**src/rtl/program_loader_pkg.sv**
```systemverilog
// rtl/program_loader_pkg.sv - state encodings and frame limits for the SAP-1 program loader
package program_loader_pkg;

    localparam logic [3:0] ST_IDLE      = 4'd0;
    localparam logic [3:0] ST_COUNT     = 4'd1;
    localparam logic [3:0] ST_DATA      = 4'd2;
    localparam logic [3:0] ST_SETUP     = 4'd3;
    localparam logic [3:0] ST_WRITE     = 4'd4;
    localparam logic [3:0] ST_HOLD      = 4'd5;
    localparam logic [3:0] ST_CHECK     = 4'd6;
    localparam logic [3:0] ST_RESET_CPU = 4'd7;
    localparam logic [3:0] ST_DONE      = 4'd8;
    localparam logic [3:0] ST_ERROR     = 4'd9;

    localparam int MIN_COUNT = 1;
    localparam int MAX_COUNT = 16;

    function automatic logic count_is_legal(input int count, input int max_count);
        return (count >= MIN_COUNT) && (count <= max_count);
    endfunction

endpackage

```
**src/rtl/program_loader.sv**
```systemverilog
// rtl/program_loader.sv - loads a framed byte stream into SAP-1 RAM through its program-mode port
module program_loader
    import program_loader_pkg::*;
#(
    parameter int ADDR_WIDTH   = 4,
    parameter int DATA_WIDTH   = 8,
    parameter int RESET_CYCLES = 4
) (
    input  logic                  i_clock,
    input  logic                  i_reset,
    input  logic                  i_debug,
    input  logic                  i_start,
    input  logic [DATA_WIDTH-1:0] i_byte,
    input  logic                  i_byte_valid,
    output logic                  o_byte_ready,
    output logic                  o_program_mode,
    output logic [ADDR_WIDTH-1:0] o_program_address,
    output logic [DATA_WIDTH-1:0] o_program_data,
    output logic                  o_program_write,
    output logic                  o_cpu_reset,
    output logic                  o_busy,
    output logic                  o_done,
    output logic                  o_error
);

    localparam int LP_RC_W = (RESET_CYCLES > 1) ? $clog2(RESET_CYCLES) : 1;

    logic [3:0]            r_state;
    logic [ADDR_WIDTH-1:0] r_addr;
    logic [ADDR_WIDTH-1:0] r_last_addr;
    logic [DATA_WIDTH-1:0] r_data;
    logic [DATA_WIDTH-1:0] r_sum;
    logic [LP_RC_W-1:0]    r_rc;
    logic                  r_write;
    logic                  r_mode;
    logic                  r_cpu_reset;
    logic                  r_busy;
    logic                  r_done;
    logic                  r_error;

    logic w_ready;
    logic w_transfer;
    logic w_count_ok;
    logic w_unused_debug;

    // Write tracing is a simulation concern; the pin is kept for interface compatibility.
    assign w_unused_debug = i_debug;

    assign w_ready    = (r_state == ST_COUNT) || (r_state == ST_DATA) || (r_state == ST_CHECK);
    assign w_transfer = w_ready && i_byte_valid;
    assign w_count_ok = count_is_legal(int'(i_byte), 2 ** ADDR_WIDTH);

    always_ff @(posedge i_clock or posedge i_reset) begin
        if (i_reset) begin
            r_state     <= ST_IDLE;
            r_addr      <= '0;
            r_last_addr <= '0;
            r_data      <= '0;
            r_sum       <= '0;
            r_rc        <= '0;
            r_write     <= 1'b0;
            r_mode      <= 1'b0;
            r_cpu_reset <= 1'b0;
            r_busy      <= 1'b0;
            r_done      <= 1'b0;
            r_error     <= 1'b0;
        end else begin
            r_write <= 1'b0;
            case (r_state)
                ST_IDLE, ST_DONE, ST_ERROR: begin
                    if (i_start) begin
                        r_addr      <= '0;
                        r_sum       <= '0;
                        r_done      <= 1'b0;
                        r_error     <= 1'b0;
                        r_mode      <= 1'b1;
                        r_cpu_reset <= 1'b1;
                        r_busy      <= 1'b1;
                        r_state     <= ST_COUNT;
                    end
                end
                ST_COUNT: begin
                    if (w_transfer) begin
                        r_last_addr <= ADDR_WIDTH'(i_byte - DATA_WIDTH'(1));
                        if (w_count_ok) begin
                            r_state <= ST_DATA;
                        end else begin
                            r_mode  <= 1'b0;
                            r_busy  <= 1'b0;
                            r_error <= 1'b1;
                            r_state <= ST_ERROR;
                        end
                    end
                end
                ST_DATA: begin
                    if (w_transfer) begin
                        r_data  <= i_byte;
                        r_sum   <= r_sum + i_byte;
                        r_state <= ST_SETUP;
                    end
                end
                ST_SETUP: begin
                    r_write <= 1'b1;
                    r_state <= ST_WRITE;
                end
                ST_WRITE: begin
                    r_state <= ST_HOLD;
                end
                ST_HOLD: begin
                    // Address advances only after the hold cycle, so it never wraps on the last word.
                    if (r_addr == r_last_addr) begin
                        r_state <= ST_CHECK;
                    end else begin
                        r_addr  <= r_addr + ADDR_WIDTH'(1);
                        r_state <= ST_DATA;
                    end
                end
                ST_CHECK: begin
                    if (w_transfer) begin
                        r_mode <= 1'b0;
                        if (i_byte == r_sum) begin
                            r_rc    <= LP_RC_W'(RESET_CYCLES - 1);
                            r_state <= ST_RESET_CPU;
                        end else begin
                            r_busy  <= 1'b0;
                            r_error <= 1'b1;
                            r_state <= ST_ERROR;
                        end
                    end
                end
                ST_RESET_CPU: begin
                    if (r_rc == '0) begin
                        r_cpu_reset <= 1'b0;
                        r_busy      <= 1'b0;
                        r_done      <= 1'b1;
                        r_state     <= ST_DONE;
                    end else begin
                        r_rc <= r_rc - LP_RC_W'(1);
                    end
                end
                default: begin
                    r_state <= ST_IDLE;
                end
            endcase
        end
    end

    assign o_byte_ready      = w_ready;
    assign o_program_mode    = r_mode;
    assign o_program_address = r_addr;
    assign o_program_data    = r_data;
    assign o_program_write   = r_write;
    assign o_cpu_reset       = r_cpu_reset;
    assign o_busy            = r_busy;
    assign o_done            = r_done;
    assign o_error           = r_error;

endmodule

```
**config.mk**
```make
export PLATFORM = sky130hd
export DESIGN_NAME = program_loader
export DESIGN_NICKNAME = d
export VERILOG_FILES = /design/src/rtl/program_loader_pkg.sv /design/src/rtl/program_loader.sv
export SDC_FILE = /design/constraint.sdc
export NUM_CORES = 1
export LEC_CHECK = 0
export ABC_CLOCK_PERIOD_IN_PS = 5500
export BUFFER_PORTS_ARGS = -buffer_cell sky130_fd_sc_hd__buf_2
export CAP_MARGIN = 20
export CORE_MARGIN = 3
export CORE_UTILIZATION = 54
export CTS_BUF_LIST = sky130_fd_sc_hd__clkbuf_4 sky130_fd_sc_hd__clkbuf_8
export DETAILED_ROUTE_END_ITERATION = 16
export PLACE_DENSITY = 0.76
export SLEW_MARGIN = 30
export SYNTH_ARGS = -nofsm -noshare
export SYNTH_HDL_FRONTEND = slang
export SYNTH_SLANG_ARGS = --single-unit
```
**constraint.sdc**
```tcl
create_clock -name i_clock -period 5.5 [get_ports i_clock]
set_input_delay 0 -clock i_clock [delete_from_list [all_inputs] [get_ports i_clock]]
set_output_delay 0 -clock i_clock [all_outputs]
set_load 0.01 [all_outputs]
```
---- Word level (Yosys, flattened, before mapping) ----
Index checks and enable logic that the tools add are counted.
storage, ports and cells
  register bits after elaboration ......... 36
  input port bits ......................... 13
  word-level logic and storage cells ...... 100
cells by class
  $add $sub $neg .......................... 4
  magnitude comparators ................... 2
  equality and inequality tests ........... 21
  mux-type cells .......................... 38
  reduce and logical (&&, ||, !) cells .... 23
operator list
  cell                 count
  $mux 4               9
  $pmux 4 s8           1
  $ne 2x2->1 const B   9
  $eq 4x3->1 const B   4
  $mux 8               2
  $pmux 8 s2           1
  $mux 1               14
  $reduce_and 5->1     2
  $reduce_and 3->1     3
  $add 8x8->8          1
  $eq 4x2->1 const B   2
  $eq 4x4->1 const B   2
  $eq 8x8->1           1
  $ge 8x1->1 const B   1
  $le 8x5->1 const B   1
  $pmux 4 s2           1
  $reduce_bool 2->1    4
  $reduce_and 7->1     1
  $mux 2               3
  $pmux 1 s3           2
  $reduce_and 6->1     1
  $add 4x1->4 const B  1
  $eq 4x1->1 const B   1
  $eq 4x4->1           1
  other kinds (16)     20

---- Logic depth before layout (Yosys ltp) ----
Gate-level depths: netlist of run 1.
  word-level depth ........................ 6
  depth in mapped cells ................... 7

---- Worst setup path before layout of run 1 ----
No wires, ideal clock.
  path type ............................... reg-to-reg
  start ................................... register r_sum[0]
  end ..................................... register r_sum[6]
  arrival ................................. 1.756 ns
  setup slack ............................. 3.620 ns
  cell stages (with the launch flop) ...... 8
  path buffers ............................ 0
  period minus slack after synthesis ...... 1.880 ns
  cell sequence ........................... dfrtp_1 -> ha_1 -> fa_1 -> a21o_1 -> a21oi_1 -> o21ba_2 -> nor4b_1 -> a211o_1
between the ends
  longest elaborated chain between the ends .. 3
ends and longest elaborated chain
  what                      RTL line              text
  start: declaration        program_loader.sv:32  logic [DATA_WIDTH-1:0] r_sum;
  start signal: assignment  program_loader.sv:98  r_sum <= r_sum + i_byte;
  $add 8x8->8               program_loader.sv:98
  $mux 8                    program_loader.sv:96  if (w_transfer) begin
  $pmux 8 s2                program_loader.sv:69  case (r_state)
Every way passes these cells. The select of a mux whose other input is x is not followed.
A chain may end at the register's enable or synchronous reset.

---- Worst setup path in the final report of run 1 ----
  start ................................... register r_state[1]
  end ..................................... register r_sum[6]
between the ends
  longest elaborated chain between the ends .. 6
  elaborated cells on any way between the ends .. 15
ends and longest elaborated chain
  what                                      RTL line                                    text
  start: declaration                        program_loader.sv:28                        logic [3:0] r_state;
  start signal: assignment                  program_loader.sv:55                        r_state <= ST_IDLE;
  start signal: assignment                  program_loader.sv:79                        r_state <= ST_COUNT;
  start signal: assignment                  program_loader.sv:86                        r_state <= ST_DATA;
  $eq 4x1->1 or $eq 4x2->1 (tied branches)  program_loader.sv:49, program_loader.sv:69
  $logic_or 1x1->1 (2 in a row)             program_loader.sv:49                        assign w_ready = (r_state == ST_COUNT) || (r_state == ST_DATA) || (r_state == ST_CHECK);
  $logic_and 1x1->1                         program_loader.sv:50                        assign w_transfer = w_ready && i_byte_valid;
  $ne 2x2->1 (no line)                      -
  $reduce_and 3->1 (no line)                -
Several ways; a longest one is shown, not always the timed one.

==> results of run 1 <==
==> final timing paths <==
check                                                end  depth (start not counted)                    from
max                                 r_sum[6]$_DFFE_PP0P_                          5  r_state[1]$_DFFE_PP0P_
min in group asynchronous  o_program_data[2]$_DFFE_PP0P_                          4                 i_reset
min                        o_program_data[1]$_DFFE_PP0P_                          3               i_byte[1]
max reg2reg                         r_sum[6]$_DFFE_PP0P_                          5  r_state[1]$_DFFE_PP0P_
max in group asynchronous             o_done$_DFFE_PP0P_                          4                 i_reset
min reg2reg                          r_rc[0]$_DFFE_PP0P_                          1     r_rc[0]$_DFFE_PP0P_
==> cell families (layout without fill, tap and decap cells) <==
kind of cell	Yosys count	count (layout)	synth area share, %
AO/OA/AOI/OAI	64	64	18.4
flip-flops	36	36	40.8
adder cells (fa/ha/maj)	13	13	7.71
multiplexers	4	4	1.81
buffers and inverters	19	56	3.29
AND/OR/NAND/NOR	106	106	23.6
XOR/XNOR	11	11	4.36
==> metal layers <==
layer  global-route usage [%]  vias to the layer above
met5                        0                        -
met4                     8.94                        0
met3                     4.89                        7
met2                     32.7                       67
met1                     28.4                      920
li1                         -                      970
==> through the flow <==
stage / hold slack [ns] / cells / utilization (%) / setup WS [ns] / instance area, sq um
final: 0.0930 / 338 / 69.1 / 3.20 / 2630
after global routing: 0.113 / 338 / 69.1 / 3.00 / 2630
after detailed placement: 0.130 / 322 / 62.8 / 3.25 / 2390
after global placement: 0.128 / 322 / 62.8 / 3.38 / 2390
after floorplan: 0.105 / 253 / - / 3.62 / 2210
after CTS: 0.0827 / 338 / 69.1 / 3.23 / 2630
==> final cells by class <==
| type | count | share of cell area (%) |
|---|---|---|
| Sequential cell | 36 | 34.3 |
| Tap cell | 48 | 2.29 |
| Clock inverter | 3 | 3.43 |
| Timing Repair Buffer | 39 | 9.06 |
| Clock buffer | 5 | 2.62 |
| Multi-Input combinational cell | 198 | 47.0 |
| Inverter | 9 | 1.29 |
==> power groups by stage <==
| stage | combinational, uW | sequential (uW) | clock (uW) |
|---|---|---|---|
| floorplan | 235 | 371 | 0 |
| global placement | 297 | 392 | 0 |
| detailed placement | 303 | 394 | 0 |
| CTS | 310 | 389 | 332 |
| global route | 345 | 402 | 343 |
| finish | 310 | 390 | 328 |
==> cells in the final DEF, fill, tap and decap left out, types with 8 or more instances in the layout <==
master         Yosys  final
nor2_1            16     16
ha_1              12     12
buf_2              1     30
nand2_1           46     46
dfrtp_1           36     36
o21ai_0           19     19
xnor2_1           11     11
dlygate4sd3_1      0      8
a21oi_1           18     18
inv_1              8      8
==> worst max-delay path: stages (launching register included) <==
cell and delay [ns]:
dfrtp_1 0.65, nor2b_1 0.28, nand3_1 0.56, nor4b_1 0.51, a211o_1 0.16, a211o_1 0.09
==> flip-flops by register name (all words and copies together), names as in the netlist <==
register	flops
o_program_data	8
r_sum	8
o_program_address	4
r_last_addr	4
r_state	4
r_rc	2
o_busy	1
o_cpu_reset	1
o_done	1
o_error	1
o_program_mode	1
o_program_write	1
==> cell usage after synthesis, drive strengths merged, types with 3 or more instances <==
library cell	n
a21oi	18
o21ai	20
nor2b	4
xnor2	11
nor4	4
dfrtp	36
inv	9
nand3b	3
or3	3
a21o	5
clkbuf	9
nand2b	3
nand2	46
o31ai	3
nor3	7
mux2i	4
nand3	6
ha	12
nor2	16
==> repair_timing <==
item | 4_1_cts | 5_1_grt
gates resized for setup | 0 | 0
hold buffers | 8 | 0
setup endpoints to repair | 0 | 0
hold endpoints to repair | 43 | 0
==> qor.csv, run 1 <==
stage,metric,value,unit
power_and_ir_drop,p_switching,349,uW
critical_path,rrSetupSlack,3.20,ns
power_and_ir_drop,p_per_area,392,nW/um^2
power_and_ir_drop,p_total,1030,uW
cells_and_area,nNetsFinal,315,
route,drtIter0Drc,103,
synth,ys_warn_count,0,
route,drc,0,
route,met3_length,315,um
route,post_drt_wl_per_cell,14.8,um
floorplan,dieWidth,69.9,um
clock_network,path_clk_slew,0.08,ns
clock_network,clockBufferDepth,2,
synth,synth_edf_count,0,
power_and_ir_drop,cellLeakagePower,0.00130,uW
synth,synth-seq-cells,36,
timing,slew_violations,0,
power_and_ir_drop,sequentialPowerShare,37.9,%
synth,synth_top_area_cell,dfrtp_1,
synth,synth-seq-area-share,40.8,%
cells_and_area,syn_to_final_growth,18.9,%
floorplan,core_area,3800,sq um
global_route,grt_pass1_wl,8.36,mm
power_and_ir_drop,power_frac_comb,30.1,%
power_and_ir_drop,intPower,679,uW
global_route,grt_max_degree,37,
critical_path,critPathCaptureType,flip-flop,
route,ant_nets,0,
timing,clock_skew,0.00930,ns
synth,synth_top_area_share,40.8,%
job,maxCapViolCount,0,
synth,syn_avg_cell_area,8.72,sq um
placed_design,place.port_buffers,30,
timing,worst_pin_slew,0.717,ns
placed_design,place.gp.congestion,0.824,
clock_network,root_buffer,clkbuf_8,
floorplan,die_h,69.9,um
timing,fin_crit_sh,41.8,%
clock_network,clock_sinks,36,
timing,hold_viol,0,
floorplan,io_pins,32,
floorplan,initial_core_util,58.1,%
timing,finalSetupViolations,0,
route,drt_first_pass_iters,5,
synth,async_flop_share,100,%
power_and_ir_drop,switching_share,33.9,%
critical_path,cp.required,5.74,ns
placed_design,dp_hpwl,3.41,mm
timing,period_minus_slack,2.30,ns
synth,syn_area,2210,sq um
route,drt_wl_total,4.99,mm
critical_path,timing_worst_setup_path_type,reg2reg,
cells_and_area,drive_above_1_share,15.2,%
synth,syn_inst,253,
clock_network,htreeDepth,2,
cells_and_area,seqCellArea,901,sq um
cells_and_area,multi_input_area,1230,sq um
clock_network,cts-buffers-inserted,5,
power_and_ir_drop,peakVddDrop,262,uV
timing,fmax,435,MHz
global_route,first_global_vias,1786,
synth,synth.distinct_cells,46,
critical_path,cp_data_arrival_time,2.54,ns
cells_and_area,n_antenna_cell,0,
outcome,run_status,"complete, no violations",
global_route,grt-ovfl-total,0,
global_route,grt_use_total,21.1,%
floorplan,die_area,4890,sq um
route,viasPerCell,5.81,
timing,rsz0062_at_grt,false,
route,wl_met1,2.30,mm
clock_network,cts_setup_buffers,0,
synth,synth_ff_type,dfrtp_1,
floorplan,rows,22,
timing,fin_setup_tns,0,ns
power_and_ir_drop,p_clk_share,31.9,%
route,wl_met2,2.28,mm
min_path,hold_class,in2reg,
cells_and_area,fillers,317,
critical_path,startpoint_type,flip-flop,
clock_network,cts_tree,built,
route,vias,1964,
synth,synth.area.top_cells,"dfrtp_1 41%, nand2_1 7.8%, ha_1 6.8%, xnor2_1 4.4%, o21ai_0 4.3%",
critical_path,path_max_fanout,19,
timing,slew_headroom,52.1,%
clock_network,insertion_delay,0.30,ns
route,top_layer,met4,
synth,syn-num-nets,279,
global_route,antenna_found_initial,0,
Note: power is estimated with default switching activity, not from simulation.
==> inputs of run 2 (changes only) <==
--- a/config.mk
+++ b/config.mk
@@ -5,14 +5,14 @@
 export SDC_FILE = /design/constraint.sdc
 export NUM_CORES = 1
 export LEC_CHECK = 0
-export ABC_CLOCK_PERIOD_IN_PS = 5500
+export ABC_CLOCK_PERIOD_IN_PS = 2000
 export BUFFER_PORTS_ARGS = -buffer_cell sky130_fd_sc_hd__buf_2
 export CAP_MARGIN = 20
 export CORE_MARGIN = 3
-export CORE_UTILIZATION = 54
+export CORE_UTILIZATION = 53
 export CTS_BUF_LIST = sky130_fd_sc_hd__clkbuf_4 sky130_fd_sc_hd__clkbuf_8
 export DETAILED_ROUTE_END_ITERATION = 16
-export PLACE_DENSITY = 0.76
+export PLACE_DENSITY = 0.78
 export SLEW_MARGIN = 30
 export SYNTH_ARGS = -nofsm -noshare
 export SYNTH_HDL_FRONTEND = slang
==> constraint.sdc (replaced) <==
create_clock -name i_clock -period 2 [get_ports i_clock]
set_input_delay 0 -clock i_clock [delete_from_list [all_inputs] [get_ports i_clock]]
set_output_delay 0 -clock i_clock [all_outputs]
set_load 0.01 [all_outputs]
==> run 2 against run 1 <==
Net effect: setup slack got worse by 3.1 ns; critical path type unchanged; combinational power grew to 3.2 times the previous value; non-clock buffer count increased by 11; sequential share of layout area shrank 0.44 points; hold slack lost 0.074 ns; via count increased by 3.2%; count of clock-buffer cells in the layout increased by 1; die area increased by 1.7%; routed wire length increased by 4.7%; largest power group unchanged.
==> qor.csv, run 2 (synthesis gave the netlist of run 1 again) <==
stage,metric,value,unit
clock_network,htreeDepth,2,
power_and_ir_drop,power_frac_comb,37.1,%
critical_path,cp.required,2.18,ns
floorplan,core_area,3830,sq um
floorplan,io_pins,32,
timing,fin_setup_tns,0,ns
placed_design,dp_hpwl,3.61,mm
cells_and_area,syn_to_final_growth,20.6,%
global_route,antenna_found_initial,0,
timing,period_minus_slack,1.92,ns
job,maxCapViolCount,0,
cells_and_area,final_cells,349,
floorplan,rows,22,
timing,rsz0062_at_grt,false,
power_and_ir_drop,p_clk_share,24.7,%
global_route,first_global_vias,1883,
power_and_ir_drop,intPower,1690,uW
timing,worst_pin_slew,0.462,ns
clock_network,cts_tree,built,
timing,fmax,522,MHz
route,drt_wl_total,5.23,mm
timing,slew_violations,0,
power_and_ir_drop,p_per_area,997,nW/um^2
route,ant_nets,0,
clock_network,cts-buffers-inserted,5,
timing,slew_headroom,69.2,%
power_and_ir_drop,switching_share,36.5,%
route,vias,2027,
global_route,gr-usage-met1,31.8,%
placed_design,place.gp.congestion,0.880,
global_route,grt.busiest_layer,met2,
power_and_ir_drop,sequentialPowerShare,38.2,%
global_route,grt_use_met3,3.55,%
floorplan,die_area,4970,sq um
timing,clock_skew,0.00275,ns
power_and_ir_drop,cellLeakagePower,0.00133,uW
route,drc,0,
placed_design,dp_cells,334,
floorplan,initial_core_util,57.7,%
floorplan,die_h,70.5,um
global_route,grt_max_degree,37,
cells_and_area,layout_common_cells,"46 x nand2_1, 35 x dfrtp_1, 30 x buf_2",
cells_and_area,nNetsFinal,326,
global_route,grt-ovfl-total,0,
global_route,grt_use_total,21.9,%
critical_path,critPathCaptureType,flip-flop,
clock_network,root_buffer,clkbuf_8,
cells_and_area,fillers,318,
cells_and_area,drive_above_1_share,19.3,%
timing,finalSetupViolations,0,
timing,fin_crit_sh,95.8,%
clock_network,insertion_delay,0.29,ns
clock_network,path_clk_slew,0.07,ns
cells_and_area,n_antenna_cell,0,
power_and_ir_drop,p_switching,969,uW
critical_path,path_max_fanout,2,
critical_path,cp_data_arrival_time,2.10,ns
critical_path,startpoint_type,flip-flop,
global_route,grt.met2_usage,34.1,%
power_and_ir_drop,peakVddDrop,778,uV
route,post_drt_wl_per_cell,15.0,um
route,drtIter0Drc,121,
global_route,grt_pass1_wl,8.87,mm
placed_design,place.port_buffers,30,
timing,hold_viol,0,
clock_network,cts_setup_buffers,0,
floorplan,dieWidth,70.5,um
cells_and_area,final_common_cell,nand2_1,
route,drt_first_pass_iters,4,
route,viasPerCell,5.81,
clock_network,clock_sinks,36,
clock_network,clockBufferDepth,2,
outcome,run_status,"complete, no violations",
min_path,hold_class,in2reg,
critical_path,timing_worst_setup_path_type,reg2reg,
-- run 2: layout make-up --
cell class | count | area, sq um | share of cell area, %
multi-input combinational | 198 | 1240 | 46.5
timing repair buffer | 50 | 318 | 11.9
tap | 48 | 60.1 | 2.26
clock inverter | 2 | 35.0 | 1.32
inverter | 9 | 33.8 | 1.27
sequential | 36 | 902 | 33.9
clock buffer | 6 | 76.3 | 2.87
-- run 2: through the flow --
stage | hold slack, ns | power (uW) | worst slack (ns) | area [sq um] | util (%)
final | 0.0191 | 2650 | 0.0843 | 2660 | 69.6
after global routing | 0.0213 | 2830 | 0.00830 | 2660 | 69.6
after CTS | 0.0134 | 2660 | 0.0693 | 2660 | 69.5
after detailed placement | 0.127 | 1990 | 0.0826 | 2480 | 64.7
after global placement | 0.126 | 1970 | 0.108 | 2480 | 64.7
after floorplan | 0.105 | 1670 | 0.120 | 2210 | -
-- run 2: routing by layer --
metal	routed length (um)	part of all wire [%]
met5	0	0
met1	2520	48
met2	2390	46
met3	256	4.9
met4	61	1.2
-- run 2: worst paths after layout --
path | from | end | slack [ns] | cells after the start
setup / recovery | r_sum[0]$_DFFE_PP0P_ | r_sum[6]$_DFFE_PP0P_ | 0.08 | 7
hold / removal | i_byte[2] | o_program_data[2]$_DFFE_PP0P_ | 0.02 | 3
setup reg to reg | r_sum[0]$_DFFE_PP0P_ | r_sum[6]$_DFFE_PP0P_ | 0.08 | 7
hold reg to reg | o_program_data[3]$_DFFE_PP0P_ | o_program_data[3]$_DFFE_PP0P_ | 0.47 | 2
max in group asynchronous | i_reset | r_state[2]$_DFFE_PP0P_ | 1.30 | 4
min in group asynchronous | i_reset | o_program_data[0]$_DFFE_PP0P_ | 0.34 | 4
-- run 2: power groups by stage --
stage | Sequential, uW | Clock, uW | Combinational [uW]
finish | 1010 | 655 | 985
floorplan | 1020 | 0 | 646
global route | 1040 | 693 | 1100
global placement | 1020 | 0 | 945
detailed placement | 1030 | 0 | 957
CTS | 1010 | 664 | 985
-- run 2: critical path, stage by stage (launching register included) --
cell     delay [ns]
dfrtp_1        0.39
ha_1           0.21
fa_1           0.40
a21o_1         0.19
a21oi_2        0.15
o21ba_2        0.15
nor4b_1        0.05
a211o_1        0.27
-- run 2: timing repair --
action / 4_1_cts / 5_1_grt
endpoints found under the hold margin: 42 / 0
endpoints found under the setup margin: 0 / 2
hold buffers: 7 / 0
resized for setup: 0 / 2
==> inputs of run 3 (changes only) <==
--- a/config.mk
+++ b/config.mk
@@ -5,14 +5,14 @@
 export SDC_FILE = /design/constraint.sdc
 export NUM_CORES = 1
 export LEC_CHECK = 0
-export ABC_CLOCK_PERIOD_IN_PS = 2000
+export ABC_CLOCK_PERIOD_IN_PS = 2100
 export BUFFER_PORTS_ARGS = -buffer_cell sky130_fd_sc_hd__buf_2
 export CAP_MARGIN = 20
 export CORE_MARGIN = 3
-export CORE_UTILIZATION = 53
+export CORE_UTILIZATION = 54
 export CTS_BUF_LIST = sky130_fd_sc_hd__clkbuf_4 sky130_fd_sc_hd__clkbuf_8
 export DETAILED_ROUTE_END_ITERATION = 16
-export PLACE_DENSITY = 0.78
+export PLACE_DENSITY_LB_ADDON = 0.25
 export SLEW_MARGIN = 30
 export SYNTH_ARGS = -nofsm -noshare
 export SYNTH_HDL_FRONTEND = slang
==> constraint.sdc (replaced) <==
create_clock -name i_clock -period 2.1 [get_ports i_clock]
set_input_delay 0 -clock i_clock [delete_from_list [all_inputs] [get_ports i_clock]]
set_output_delay 0 -clock i_clock [all_outputs]
set_load 0.01 [all_outputs]
==> run 3 against run 2 <==
Net effect: via count down 2.8%; count of clock-buffer cells in the layout down 1; routed wire length down 3.8%; cell area down 0.85%; setup slack better by 0.031 ns; global-route usage down 0.46 points; flip-flop and latch count unchanged; register-to-register slack better by 0.03 ns; combinational power down 8.1%; clock skew up 0.0018 ns.
==> qor.csv, run 3 (synthesis gave the netlist of run 1 again) <==
stage,metric,value,unit
route,drtIter0Drc,162,
route,ant_nets,0,
route,post_drt_wl_per_cell,14.5,um
timing,finalSetupViolations,0,
critical_path,slowest_delay,0.40,ns
route,drt_first_pass_iters,4,
job,maxCapViolCount,0,
outcome,run_status,"complete, no violations",
global_route,grt.met2_usage,32.8,%
cells_and_area,multi_input_area,1230,sq um
route,viasPerCell,5.68,
cells_and_area,finalCoreUtilization,69.5,%
clock_network,cts-buffers-inserted,5,
timing,fin_setup_tns,0,ns
floorplan,io_pins,32,
cells_and_area,layout_common_cells,"46 x nand2_1, 36 x dfrtp_1, 30 x buf_2",
clock_network,cts_setup_buffers,0,
critical_path,cp_data_arrival_time,2.16,ns
global_route,grt_max_degree,37,
critical_path,cp.required,2.27,ns
timing,slew_headroom,66.7,%
critical_path,cp_top_family,compound AO/OA/AOI/OAI gates,
global_route,grt.busiest_layer,met2,
clock_network,root_buffer,clkbuf_8,
clock_network,cts_tree,built,
clock_network,path_clk_slew,0.08,ns
min_path,hp-start,i_byte[3],
timing,hold_viol,0,
global_route,grt_use_total,21.5,%
critical_path,r2r_cells,7,
clock_network,clockBufferDepth,2,
cells_and_area,n_antenna_cell,0,
critical_path,r2r-end,r_sum[6]$_DFFE_PP0P_,
placed_design,dp_hpwl,3.66,mm
critical_path,startpoint_type,flip-flop,
critical_path,cp_slowest_cell,fa_1,
critical_path,cp_num_buf_inv,0,
critical_path,crit_chain,ha_1 -> fa_1 -> a21o_1 -> a21oi_1 -> o21ba_2 -> nor4b_1 -> a211o_1,
route,drc,0,
global_route,grt_pass1_wl,8.65,mm
min_path,hold_class,in2reg,
placed_design,preCtsSetupSlack,0.139,ns
floorplan,initial_core_util,58.1,%
critical_path,timing_worst_setup_path_type,reg2reg,
clock_network,htreeDepth,2,
placed_design,place.port_buffers,30,
clock_network,clock_sinks,36,
critical_path,rr_startpoint,r_sum[0]$_DFFE_PP0P_,
timing,fmax,504,MHz
timing,clock_skew,0.00454,ns
global_route,grt-ovfl-total,0,
cells_and_area,syn_to_final_growth,19.6,%
timing,period_minus_slack,1.98,ns
power_and_ir_drop,cellLeakagePower,0.00132,uW
power_and_ir_drop,peakVddDrop,838,uV
global_route,grt_use_met3,3.60,%
critical_path,path_max_fanout,2,
global_route,first_global_vias,1827,
clock_network,insertion_delay,0.28,ns
route,drt_wl_total,5.03,mm
global_route,antenna_found_initial,0,
floorplan,dieWidth,69.9,um
floorplan,rows,22,
placed_design,place.gp.congestion,0.905,
cells_and_area,seqCellArea,901,sq um
cells_and_area,drive_above_1_share,18.4,%
global_route,gr-usage-met1,32.1,%
min_path,worstHoldEndpoint,o_program_data[3]$_DFFE_PP0P_,
cells_and_area,fillers,316,
floorplan,die_area,4890,sq um
route,vias,1970,
timing,worst_slack,0.115,ns
critical_path,rrSetupSlack,0.12,ns
critical_path,critPathCaptureType,flip-flop,
min_path,hold_path_depth,3,
timing,fin_crit_sh,94.5,%
timing,rsz0062_at_grt,false,
power_and_ir_drop,p_per_area,951,nW/um^2
floorplan,core_area,3800,sq um
timing,worst_pin_slew,0.499,ns
timing,slew_violations,0,
cells_and_area,nNetsFinal,324,
cells_and_area,final_common_cell,nand2_1,
floorplan,die_h,69.9,um
run 3: how the worst max path moves through the flow:
stage	start	endpoint	slack (ns)	depth (start not counted)
2_1_floorplan	r_sum[0]$_DFFE_PP0P_	r_sum[6]$_DFFE_PP0P_	0.22	7
3_3_place_gp	r_sum[0]$_DFFE_PP0P_	r_sum[6]$_DFFE_PP0P_	0.17	7
3_5_place_dp	r_sum[0]$_DFFE_PP0P_	r_sum[6]$_DFFE_PP0P_	0.14	7
4_1_cts	r_sum[0]$_DFFE_PP0P_	r_sum[6]$_DFFE_PP0P_	0.13	7
6_report	r_sum[0]$_DFFE_PP0P_	r_sum[6]$_DFFE_PP0P_	0.12	7
5_1_grt	i_byte[5]	r_state[3]$_DFFE_PP0P_	0.02	8
run 3: timing repair:
item                      4_1_cts  5_1_grt
hold buffers                    6        0
gates resized for setup         0        0
hold endpoints to repair       41        0
run 3: final cells by class:
| class | count | share of cell area [%] |
|---|---|---|
| inverter | 9 | 1.28 |
| multi-input combinational | 198 | 46.7 |
| clock buffer | 5 | 2.61 |
| sequential | 36 | 34.1 |
| timing repair buffer | 48 | 11.4 |
| clock inverter | 3 | 1.61 |
| tap | 48 | 2.27 |
run 3: report_power, final:
| part | total, uW | internal [uW] | switching, uW | leakage, uW |
|---|---|---|---|---|
| clock | 610 | 351 | 258 | 0.0000541 |
| combinational | 905 | 395 | 510 | 0.000788 |
| sequential | 995 | 840 | 155 | 0.000478 |
| total | 2510 | 1590 | 924 | 0.00132 |
run 3: routing by layer:
layer	part of all wire (%)	wire length [um]
met1	49	2460
met2	46	2310
met3	4.5	228
met4	0.58	29
met5	0	0
run 3: per-stage QoR:
step | cell area [sq um] | total power, uW | hold WS, ns | std cells
after global routing | 2640 | 2700 | 0.0138 | 347
final | 2640 | 2510 | 0.00763 | 347
after global placement | 2470 | 1870 | 0.124 | 333
after CTS | 2640 | 2520 | 0.000711 | 347
after floorplan | 2210 | 1590 | 0.105 | 253
after detailed placement | 2470 | 1900 | 0.130 | 333
run 3: tightest hold or removal path, delay by kind of cell:
kind / cells / cell delay, ns
buffers and inverters: 1 / 0.15
and+or+nand+nor: 2 / 0.10
